--- config.mk ---
export PLATFORM = sky130hd
export DESIGN_NAME = rgb_pwm_fader
export DESIGN_NICKNAME = d
export VERILOG_FILES = /design/src/rtl/rgb_pwm_fader_pkg.sv /design/src/rtl/rgb_pwm_fader_pwm_channel.sv /design/src/rtl/rgb_pwm_fader.sv
export SDC_FILE = /design/constraint.sdc
export NUM_CORES = 1
export LEC_CHECK = 0
export CELL_PAD_IN_SITES_DETAIL_PLACEMENT = 0
export CELL_PAD_IN_SITES_GLOBAL_PLACEMENT = 1
export CORE_ASPECT_RATIO = 1.25
export CORE_MARGIN = 1
export CORE_UTILIZATION = 54
export DETAILED_ROUTE_END_ITERATION = 10
export GPL_TIMING_DRIVEN = 0
export PLACE_DENSITY_LB_ADDON = 0.1
export SYNTH_ARGS = -nofsm -noshare
export SYNTH_HDL_FRONTEND = slang
export SYNTH_SLANG_ARGS = --single-unit
export TNS_END_PERCENT = 5
--- constraint.sdc ---
create_clock -name clk -period 5.9 [get_ports clk]
set_clock_uncertainty 0.2 [all_clocks]
set_input_delay 0.885 -clock clk [delete_from_list [all_inputs] [get_ports clk]]
set_output_delay 0.885 -clock clk [all_outputs]
set_load 0.05 [all_outputs]
--- src/rtl/rgb_pwm_fader_pkg.sv ---
// Shared definitions for the RGB PWM fader: colour bit positions in the
// {R,G,B} code, the fade FSM state type and a counter-width helper.
package rgb_pwm_fader_pkg;

    // Bit positions of each colour inside color_in / led.
    localparam int CH_R   = 2;
    localparam int CH_G   = 1;
    localparam int CH_B   = 0;
    localparam int NUM_CH = 3;

    // Fade sequencing state: IDLE when every level sits on its target.
    typedef enum logic {
        ST_IDLE   = 1'b0,
        ST_FADING = 1'b1
    } fade_state_e;

    // Width of a counter that runs 0..n-1, never narrower than one bit.
    function automatic int cnt_width(input int n);
        return (n > 1) ? $clog2(n) : 1;
    endfunction

endpackage

--- src/rtl/rgb_pwm_fader_pwm_channel.sv ---
// One LED channel: the brightness level that walks one step per fade tick
// toward its target, the compare value latched at each PWM period boundary
// and the registered pin drive.
module pwm_channel #(
    parameter int PWM_BITS = 8
) (
    input  logic                clk,
    input  logic                rst_n,
    input  logic [PWM_BITS-1:0] target_i,
    input  logic                fade_tick_i,
    input  logic                period_start_i,
    input  logic [PWM_BITS-1:0] pwm_cnt_i,
    output logic                led_o,
    output logic                at_target_o
);

    localparam logic [PWM_BITS-1:0] FULL_ON = '1;
    localparam logic [PWM_BITS-1:0] ONE     = PWM_BITS'(1);

    logic [PWM_BITS-1:0] level_q, level_d;
    logic [PWM_BITS-1:0] cmp_q, cmp_d;
    logic                led_q, led_d;

    // Fade stepper: move one unit toward the target, never past it, so the
    // level cannot wrap at either end of its range.
    always_comb begin
        level_d = level_q;
        if (fade_tick_i) begin
            if (level_q < target_i) begin
                level_d = level_q + ONE;
            end else if (level_q > target_i) begin
                level_d = level_q - ONE;
            end
        end
    end

    // Compare value only changes at the period boundary, so a duty change can
    // never cut or stretch a pulse that is already running. When a fade step
    // lands on the same edge, the pre-step level is the one captured.
    always_comb begin
        cmp_d = period_start_i ? level_q : cmp_q;
    end

    // Pin compare: the top code is forced full-on, otherwise high while the
    // PWM counter is below the compare value (zero gives a dark pin).
    always_comb begin
        led_d = (cmp_q == FULL_ON) || (pwm_cnt_i < cmp_q);
    end

    // Channel state registers, cleared asynchronously.
    always_ff @(posedge clk or negedge rst_n) begin
        if (!rst_n) begin
            level_q <= '0;
            cmp_q   <= '0;
            led_q   <= 1'b0;
        end else begin
            level_q <= level_d;
            cmp_q   <= cmp_d;
            led_q   <= led_d;
        end
    end

    assign led_o       = led_q;
    assign at_target_o = (level_q == target_i);

endmodule

--- src/rtl/rgb_pwm_fader.sv ---
// RGB PWM fader top: captures the colour code and brightness, runs the PWM
// prescaler/counter and the fade-step timer, sequences the fading flag and
// drives three pwm_channel instances.
module rgb_pwm_fader
    import rgb_pwm_fader_pkg::*;
#(
    parameter int PWM_BITS = 8,
    parameter int PWM_DIV  = 16,
    parameter int FADE_DIV = 50000
) (
    input  logic                clk,
    input  logic                rst_n,
    input  logic [2:0]          color_in,
    input  logic [PWM_BITS-1:0] brightness,
    output logic [2:0]          led,
    output logic                fading
);

    localparam int PRE_W  = cnt_width(PWM_DIV);
    localparam int FADE_W = cnt_width(FADE_DIV);

    localparam logic [PRE_W-1:0]    PRE_LAST  = PRE_W'(PWM_DIV - 1);
    localparam logic [PRE_W-1:0]    PRE_ONE   = PRE_W'(1);
    localparam logic [FADE_W-1:0]   FADE_LAST = FADE_W'(FADE_DIV - 1);
    localparam logic [FADE_W-1:0]   FADE_ONE  = FADE_W'(1);
    localparam logic [PWM_BITS-1:0] PWM_LAST  = '1;
    localparam logic [PWM_BITS-1:0] PWM_ONE   = PWM_BITS'(1);

    logic [2:0]          color_q;
    logic [PWM_BITS-1:0] bright_q;
    logic [PRE_W-1:0]    pre_q, pre_d;
    logic [PWM_BITS-1:0] pwm_cnt_q, pwm_cnt_d;
    logic [FADE_W-1:0]   fade_q, fade_d;
    fade_state_e         state_q, state_d;

    logic                pwm_tick;
    logic                period_start;
    logic                fade_tick;
    logic [PWM_BITS-1:0] target_r, target_g, target_b;
    logic                led_r, led_g, led_b;
    logic                at_r, at_g, at_b;
    logic                all_at_target;

    // Capture the level inputs once per clock; everything downstream works
    // from these registered copies.
    always_ff @(posedge clk or negedge rst_n) begin
        if (!rst_n) begin
            color_q  <= '0;
            bright_q <= '0;
        end else begin
            color_q  <= color_in;
            bright_q <= brightness;
        end
    end

    // Per-channel targets follow the captured inputs every cycle.
    always_comb begin
        target_r = color_q[CH_R] ? bright_q : '0;
        target_g = color_q[CH_G] ? bright_q : '0;
        target_b = color_q[CH_B] ? bright_q : '0;
    end

    assign pwm_tick     = (pre_q == PRE_LAST);
    assign period_start = pwm_tick && (pwm_cnt_q == PWM_LAST);
    assign fade_tick    = (fade_q == FADE_LAST);

    // Next values for the prescaler, PWM counter and fade timer.
    always_comb begin
        pre_d     = pwm_tick ? '0 : pre_q + PRE_ONE;
        pwm_cnt_d = pwm_tick ? pwm_cnt_q + PWM_ONE : pwm_cnt_q;
        fade_d    = fade_tick ? '0 : fade_q + FADE_ONE;
    end

    // Timebase registers.
    always_ff @(posedge clk or negedge rst_n) begin
        if (!rst_n) begin
            pre_q     <= '0;
            pwm_cnt_q <= '0;
            fade_q    <= '0;
        end else begin
            pre_q     <= pre_d;
            pwm_cnt_q <= pwm_cnt_d;
            fade_q    <= fade_d;
        end
    end

    pwm_channel #(.PWM_BITS(PWM_BITS)) u_ch_r (
        .clk            (clk),
        .rst_n          (rst_n),
        .target_i       (target_r),
        .fade_tick_i    (fade_tick),
        .period_start_i (period_start),
        .pwm_cnt_i      (pwm_cnt_q),
        .led_o          (led_r),
        .at_target_o    (at_r)
    );

    pwm_channel #(.PWM_BITS(PWM_BITS)) u_ch_g (
        .clk            (clk),
        .rst_n          (rst_n),
        .target_i       (target_g),
        .fade_tick_i    (fade_tick),
        .period_start_i (period_start),
        .pwm_cnt_i      (pwm_cnt_q),
        .led_o          (led_g),
        .at_target_o    (at_g)
    );

    pwm_channel #(.PWM_BITS(PWM_BITS)) u_ch_b (
        .clk            (clk),
        .rst_n          (rst_n),
        .target_i       (target_b),
        .fade_tick_i    (fade_tick),
        .period_start_i (period_start),
        .pwm_cnt_i      (pwm_cnt_q),
        .led_o          (led_b),
        .at_target_o    (at_b)
    );

    assign all_at_target = at_r && at_g && at_b;

    // Fade FSM next state: leave IDLE on any mismatch, return once the
    // step that closes the last gap has landed.
    always_comb begin
        state_d = state_q;
        case (state_q)
            ST_IDLE:   if (!all_at_target) state_d = ST_FADING;
            ST_FADING: if (all_at_target)  state_d = ST_IDLE;
        endcase
    end

    // Fade FSM state register.
    always_ff @(posedge clk or negedge rst_n) begin
        if (!rst_n) begin
            state_q <= ST_IDLE;
        end else begin
            state_q <= state_d;
        end
    end

    assign fading = (state_q == ST_FADING);

    always_comb begin
        led       = '0;
        led[CH_R] = led_r;
        led[CH_G] = led_g;
        led[CH_B] = led_b;
    end

endmodule

==> results of run 1 <==
-- state kept, by name, summed over array words and instances, names as in the netlist --
name / cells
u_ch_b.level_q: 8
bright_q: 8
pwm_cnt_q: 8
fading: 1
u_ch_r.cmp_q: 8
pre_q: 4
color_q: 3
fade_q: 16
u_ch_g.cmp_q: 8
u_ch_b.cmp_q: 8
u_ch_g.level_q: 8
u_ch_r.level_q: 8
u_ch_g.led_o: 1
u_ch_r.led_o: 1
u_ch_b.led_o: 1
-- through the flow --
| stage | setup slack [ps] | hold slack, ps | power (mW) |
|---|---|---|---|
| floorplan | 2570 | 242 | 0.678 |
| global placement | 452 | 261 | 0.706 |
| detailed placement | 2320 | 268 | 0.710 |
| CTS | 2300 | 281 | 1.32 |
| global route | 1930 | 291 | 1.35 |
| finish | 2290 | 280 | 1.30 |
-- cell usage after synthesis (4+ instances only) --
library cell / count / share of area [%]
o21ai_1: 4 / 0.37
buf_4: 7 / 0.96
o31ai_1: 5 / 0.69
inv_1: 37 / 2.5
ha_1: 66 / 15
nand4_1: 13 / 1.5
and3_1: 5 / 0.57
nor2_1: 21 / 1.4
nor3_1: 4 / 0.37
a21oi_1: 33 / 3.0
nand2b_1: 6 / 0.69
nor2b_1: 8 / 0.91
mux2_4: 12 / 3.3
nand3_1: 9 / 0.82
xnor2_1: 28 / 4.5
o211ai_1: 5 / 0.69
xor2_1: 13 / 2.1
and2_1: 4 / 0.46
nand2_1: 59 / 4.0
o21ai_0: 19 / 1.7
mux2_2: 23 / 4.7
o21a_1: 4 / 0.55
dfrtp_1: 91 / 42
a21o_1: 6 / 0.82
-- cells by family after synthesis --
logic type      Yosys count  synth area share, %
simple gates            142                 13.0
compound gates           92                 10.1
flops                    91                 41.6
fa+ha+maj                69                 16.2
buf+inv                  50                 4.32
xor+xnor                 41                 6.56
mux                      36                 8.20
-- worst paths after layout --
| check | start | to | slack, ps | cells after the start |
|---|---|---|---|---|
| worst max-delay path | color_q[1]$_DFF_PN0_ | u_ch_g.level_q[6]$_DFFE_PN0P_ | 2290 | 14 |
| max in group asynchronous | rst_n | u_ch_g.level_q[6]$_DFFE_PN0P_ | 4560 | 2 |
| worst min-delay path | pre_q[3]$_DFF_PN0_ | pre_q[3]$_DFF_PN0_ | 280 | 1 |
| min in group asynchronous | rst_n | pre_q[2]$_DFF_PN0_ | 310 | 1 |
| worst min register to register | pre_q[3]$_DFF_PN0_ | pre_q[3]$_DFF_PN0_ | 280 | 1 |
| worst max register to register | color_q[1]$_DFF_PN0_ | u_ch_g.level_q[6]$_DFFE_PN0P_ | 2290 | 14 |
-- cell type report --
type / instances / area [sq um] / share of cell area [%]
plain buffers: 13 / 97.6 / 1.59
clock buffers: 13 / 270 / 4.41
clock inverters: 3 / 43.8 / 0.714
inverters: 37 / 139 / 2.26
multi-input cells: 380 / 2960 / 48.3
flip-flops and latches: 91 / 2280 / 37.1
well taps: 126 / 158 / 2.57
repair buffers: 17 / 185 / 3.02
-- routing by layer --
layer / up-vias / track usage, % / wire length [um]
met5: - / 0 / 0
met1: 1790 / 27.6 / 4940
met2: 43 / 36.1 / 4830
met4: 0 / 10.2 / 194
li1: 1878 / - / -
met3: 13 / 3.45 / 210
-- power groups by stage --
stage	clock, mW	sequential (mW)	combinational, mW
CTS	0.618	0.631	0.0679
floorplan	0	0.641	0.0368
global placement	0	0.643	0.0630
detailed placement	0	0.643	0.0675
global route	0.644	0.631	0.0764
finish	0.601	0.631	0.0668
==> flow_metrics.env, run 1 <==
export IMPL_p_int_mw=1.02
export IMPL_crit_chain="clkbuf_1 > nand2_1 > ha_1 > nor2b_1 > o211ai_1 > a21oi_1 > or2_2 > ha_1 > nor2b_1 > o21ai_1 > a21boi_0 > o21a_1 > or3_1 > a31o_2"
export IMPL_clock_fmax_mhz=277
export IMPL_coreArea_sq_um=9710
export IMPL_drt_first_pass_iters=4
export IMPL_async_flop_share_pct=100
export IMPL_synth_edf_count=0
export IMPL_instances_no_fill=680
export IMPL_syn_nets=603
export IMPL_dp_hpwl_um=7760
export IMPL_power_switching_uw=279
export IMPL_cts_path_max_buffers=2
export IMPL_worstSetupEndpointType="register"
export IMPL_min_period_ps=3610
export IMPL_drtAntennaViolNets=0
export IMPL_status="complete, no violations"
export IMPL_grt_pass1_vias=3786
export IMPL_path_buf_inv=1
export IMPL_hold_class="register to register"
export IMPL_initial_utilization_pct=56.4
export IMPL_drive_gt1_share_pct=12.6
export IMPL_postCtsResizedCells=0
export IMPL_row_count=40
export IMPL_setup_viol=0
export IMPL_finalInstanceArea_sq_um=6130
export IMPL_ir_worst_vdd_v=0.000118
export IMPL_final_common_cell="dfrtp_1"
export IMPL_clkPwrFrac_pct=46.3
export IMPL_drv_slew=0
export IMPL_start_kind="register"
export IMPL_nFillCells=816
export IMPL_synthCells=521
export IMPL_fin_util_pct=63.2
export IMPL_cts_buffers=9
export IMPL_vias=3724
export IMPL_layout_common_cells="dfrtp_1, ha_1, nand2_1, inv_1, a21oi_1"
export IMPL_rsz0062_at_grt="no"
export IMPL_htree_num_levels=3
export IMPL_grt_usage_pct=21.7
export IMPL_drtIter0Drc=112
export IMPL_antenna_found_initial=0
export IMPL_synth_cell_type_count=47
export IMPL_place_inst=664
export IMPL_required_ps=5930
export IMPL_vias_per_cell=5.48
export IMPL_dieWidth_um=92.1
export IMPL_synthToLayoutAreaGrowth_pct=12.0
export IMPL_synth_seq_cells=91
export IMPL_ys_flop_type="dfrtp_1"
export IMPL_ys_seq_area_share_pct=41.6
export IMPL_pin_count=17
export IMPL_routedWlPerCell_um=15.0
export IMPL_path_clk_slew_ps=60
export IMPL_power_density_nw_per_um2=212
export IMPL_crit_slowest_cell="or2_2"
export IMPL_maxCapViolCount=0
export IMPL_cts_tree="built"
export IMPL_grt_max_degree=53
export IMPL_cts_root_buf="clkbuf_16"
export IMPL_crit_type="register to register"
export IMPL_clk_latency_ps=340
export IMPL_overflow=0
export IMPL_worst_slew_pin_slew_ps=540
export IMPL_worstPathMaxFanout=8
export IMPL_die_area_sq_um=10600
export IMPL_worstPathArrival_ps=3650
export IMPL_min_period_over_period_pct=61.3
export IMPL_p_sw_share_pct=21.5
export IMPL_yosys_warnings=0
export IMPL_cp_top_family="simple AND/OR/NAND/NOR gates"
export IMPL_drc=0
export IMPL_share_comb_of_total_power_pct=5.1
export IMPL_slew_headroom_pct=64.0
export IMPL_postCtsSetupBuffers=0
export IMPL_grt_pass1_wl_um=17500
export IMPL_worst_path_largest_cell_delay_ps=370
export IMPL_avgSynthCellArea_sq_um=10.5
export IMPL_netlist_area_sq_um=5480
export IMPL_cts_hold_buf=0
export IMPL_clkSinkCount=91
export IMPL_fin_tns_setup_ps=0
export IMPL_drt_wl_total_um=10200
export IMPL_port_buffers=16
export IMPL_power_share_sequential_pct=48.6
export IMPL_die_h_um=115
export IMPL_routabilityCongestion=0.841
export IMPL_dpl_cell_area_sq_um=5820
export IMPL_n_antenna_cell=0
export IMPL_cellLeakagePower_nw=2.99
export IMPL_hold_viol_final=0
export IMPL_nNetsFinal=631
No activity file was read; power rests on OpenSTA's default activity.
==> inputs of run 2 (changes only) <==
--- a/config.mk
+++ b/config.mk
@@ -9,7 +9,7 @@
 export CELL_PAD_IN_SITES_GLOBAL_PLACEMENT = 1
 export CORE_ASPECT_RATIO = 1.25
 export CORE_MARGIN = 1
-export CORE_UTILIZATION = 54
+export CORE_UTILIZATION = 45
 export DETAILED_ROUTE_END_ITERATION = 10
 export GPL_TIMING_DRIVEN = 0
 export PLACE_DENSITY_LB_ADDON = 0.1
==> constraint.sdc (replaced) <==
create_clock -name clk -period 3.3 [get_ports clk]
set_clock_uncertainty 0.2 [all_clocks]
set_input_delay 0.495 -clock clk [delete_from_list [all_inputs] [get_ports clk]]
set_output_delay 0.495 -clock clk [all_outputs]
set_load 0.05 [all_outputs]
==> run 2 against run 1 <==
Global-route usage is 3.0 points lower. Sequential power increased by 79%. Maximum frequency increased by 12%. Worst setup slack got worse by 2200 ps. Utilization down 9.4 points. Via count down 0.11%. First-iteration DRC count fell by 8.0%. Non-clock buffer count grew 5. Critical path depth decreased by 1.
==> flow_metrics.env, run 2 (same netlist as run 1, synthesis figures left out) <==
export IMPL_status="complete, no violations"
export IMPL_die_h_um=125
export IMPL_ir_worst_vdd_v=0.000209
export IMPL_setup_viol=0
export IMPL_grt_pass1_wl_um=18300
export IMPL_dp_hpwl_um=8120
export IMPL_drive_gt1_share_pct=17.5
export IMPL_min_period_ps=3210
export IMPL_port_buffers=16
export IMPL_cellLeakagePower_nw=3.01
export IMPL_min_period_over_period_pct=97.4
export IMPL_worst_slew_pin_slew_ps=493
export IMPL_hold_viol_final=0
export IMPL_vias_per_cell=5.17
export IMPL_largest_reg_flops=16
export IMPL_start_kind="register"
export IMPL_die_area_sq_um=12600
export IMPL_cts_buffers=9
export IMPL_initial_utilization_pct=46.7
export IMPL_row_count=44
export IMPL_slew_headroom_pct=67.0
export IMPL_required_ps=3330
export IMPL_dieWidth_um=101
export IMPL_cts_tree="built"
export IMPL_rrSetupSlack_ps=90
export IMPL_crit_type="register to register"
export IMPL_dpl_cell_area_sq_um=5860
export IMPL_coreArea_sq_um=11700
export IMPL_nNetsFinal=636
export IMPL_clock_fmax_mhz=311
export IMPL_rsz0062_at_grt="yes"
export IMPL_path_clk_slew_ps=70
export IMPL_drc=0
export IMPL_dp_slack_ps=-360
export IMPL_antenna_found_initial=0
export IMPL_clk_latency_ps=340
export IMPL_worstPathMaxFanout=7
export IMPL_worstSetupEndpointType="register"
export IMPL_overflow=0
export IMPL_worstPathArrival_ps=3250
export IMPL_drtAntennaViolNets=0
export IMPL_cts_path_max_buffers=2
export IMPL_power_density_nw_per_um2=365
export IMPL_p_int_mw=1.77
export IMPL_routedWlPerCell_um=14.8
export IMPL_place_inst=699
export IMPL_synthToLayoutAreaGrowth_pct=15.2
export IMPL_grt_max_degree=60
export IMPL_r2r_start="color_q[1]$_DFF_PN0_"
export IMPL_power_switching_uw=533
export IMPL_layout_common_cells="dfrtp_1, ha_1, nand2_1, inv_1, a21oi_1"
export IMPL_hold_class="register to register"
export IMPL_top_register="fade_q"
export IMPL_grt_pass1_vias=3752
export IMPL_drt_wl_total_um=10700
export IMPL_p_sw_share_pct=23.1
export IMPL_drtIter0Drc=103
export IMPL_share_comb_of_total_power_pct=5.6
export IMPL_hold_path_startpoint="fade_q[0]$_DFF_PN0_"
export IMPL_clkPwrFrac_pct=45.3
export IMPL_maxCapViolCount=0
export IMPL_vias=3720
export IMPL_cts_root_buf="clkbuf_16"
export IMPL_finalInstanceArea_sq_um=6310
export IMPL_startpoint="color_q[1]$_DFF_PN0_"
export IMPL_drv_slew=0
export IMPL_htree_num_levels=3
export IMPL_drt_first_pass_iters=5
export IMPL_clkSinkCount=91
export IMPL_instances_no_fill=720
export IMPL_routabilityCongestion=0.805
export IMPL_pin_count=17
export IMPL_power_share_sequential_pct=49.1
export IMPL_nFillCells=1080
export IMPL_worst_slack_ps=85.5
export IMPL_n_antenna_cell=0
export IMPL_holdWs_ps=282
export IMPL_grt_usage_pct=18.7
export IMPL_final_common_cell="dfrtp_1"
-- run 2: power by group through the flow --
stage               Combinational, mW  Clock [mW]  Sequential [mW]
finish                          0.129        1.04             1.13
global route                    0.148        1.13             1.13
CTS                             0.122        1.07             1.13
detailed placement              0.122           0             1.15
global placement                0.114           0             1.15
floorplan                      0.0660           0             1.15
-- run 2: path summary, 6_finish.rpt --
check	to	depth (start not counted)
worst max-delay path	u_ch_g.level_q[6]$_DFFE_PN0P_	13
worst min-delay path	fade_q[0]$_DFF_PN0_	1
min in group asynchronous	u_ch_g.led_o$_DFF_PN0_	2
worst min register to register	fade_q[0]$_DFF_PN0_	1
max in group asynchronous	u_ch_r.level_q[3]$_DFFE_PN0P_	3
worst max register to register	u_ch_g.level_q[6]$_DFFE_PN0P_	13
-- run 2: per-stage QoR --
step	total power, mW	utilization [%]	setup TNS (ps)
final	2.30	53.8	0
after global routing	2.41	53.8	-21.2
after CTS	2.32	52.8	-66.4
after detailed placement	1.27	50.0	-1250
after global placement	1.26	49.8	-166730
after floorplan	1.21	-	0
-- run 2: metal layers --
metal	routed length, um	track usage (%)	vias to the layer above
met5	0	0	-
met4	127	5.12	0
met3	200	3.52	9
met2	5220	30.3	25
met1	5110	25.5	1809
li1	-	-	1877
-- run 2: layout make-up --
cell class,instances,area (sq um),share of cell area (%)
buffer,10,86.3,1.37
clock buffer,9,225,3.57
clock inverter,7,76.3,1.21
inverter,37,139,2.20
multi-input combinational,380,3050,48.4
sequential,91,2280,36.2
tap,161,201,3.19
timing repair buffer,25,248,3.93
-- run 2: what timing repair did --
action / 4_1_cts / 5_1_grt
gates resized for setup: 10 / 17
setup buffers: 0 / 7
hold buffers: 1 / 0
pin swaps: 1 / 7
hold endpoints to repair: 32 / 0
endpoints found under the setup margin: 8 / 6
-- run 2: critical path, stage by stage (launching register included) --
cell	delay, ps
dfrtp_2	450
nand2_2	90
ha_4	190
nor2b_1	130
o211ai_1	250
a21oi_2	110
or2_4	300
ha_4	240
nor2b_1	130
o21ai_1	200
a21boi_2	90
o21a_1	180
or3_1	310
a31o_2	240
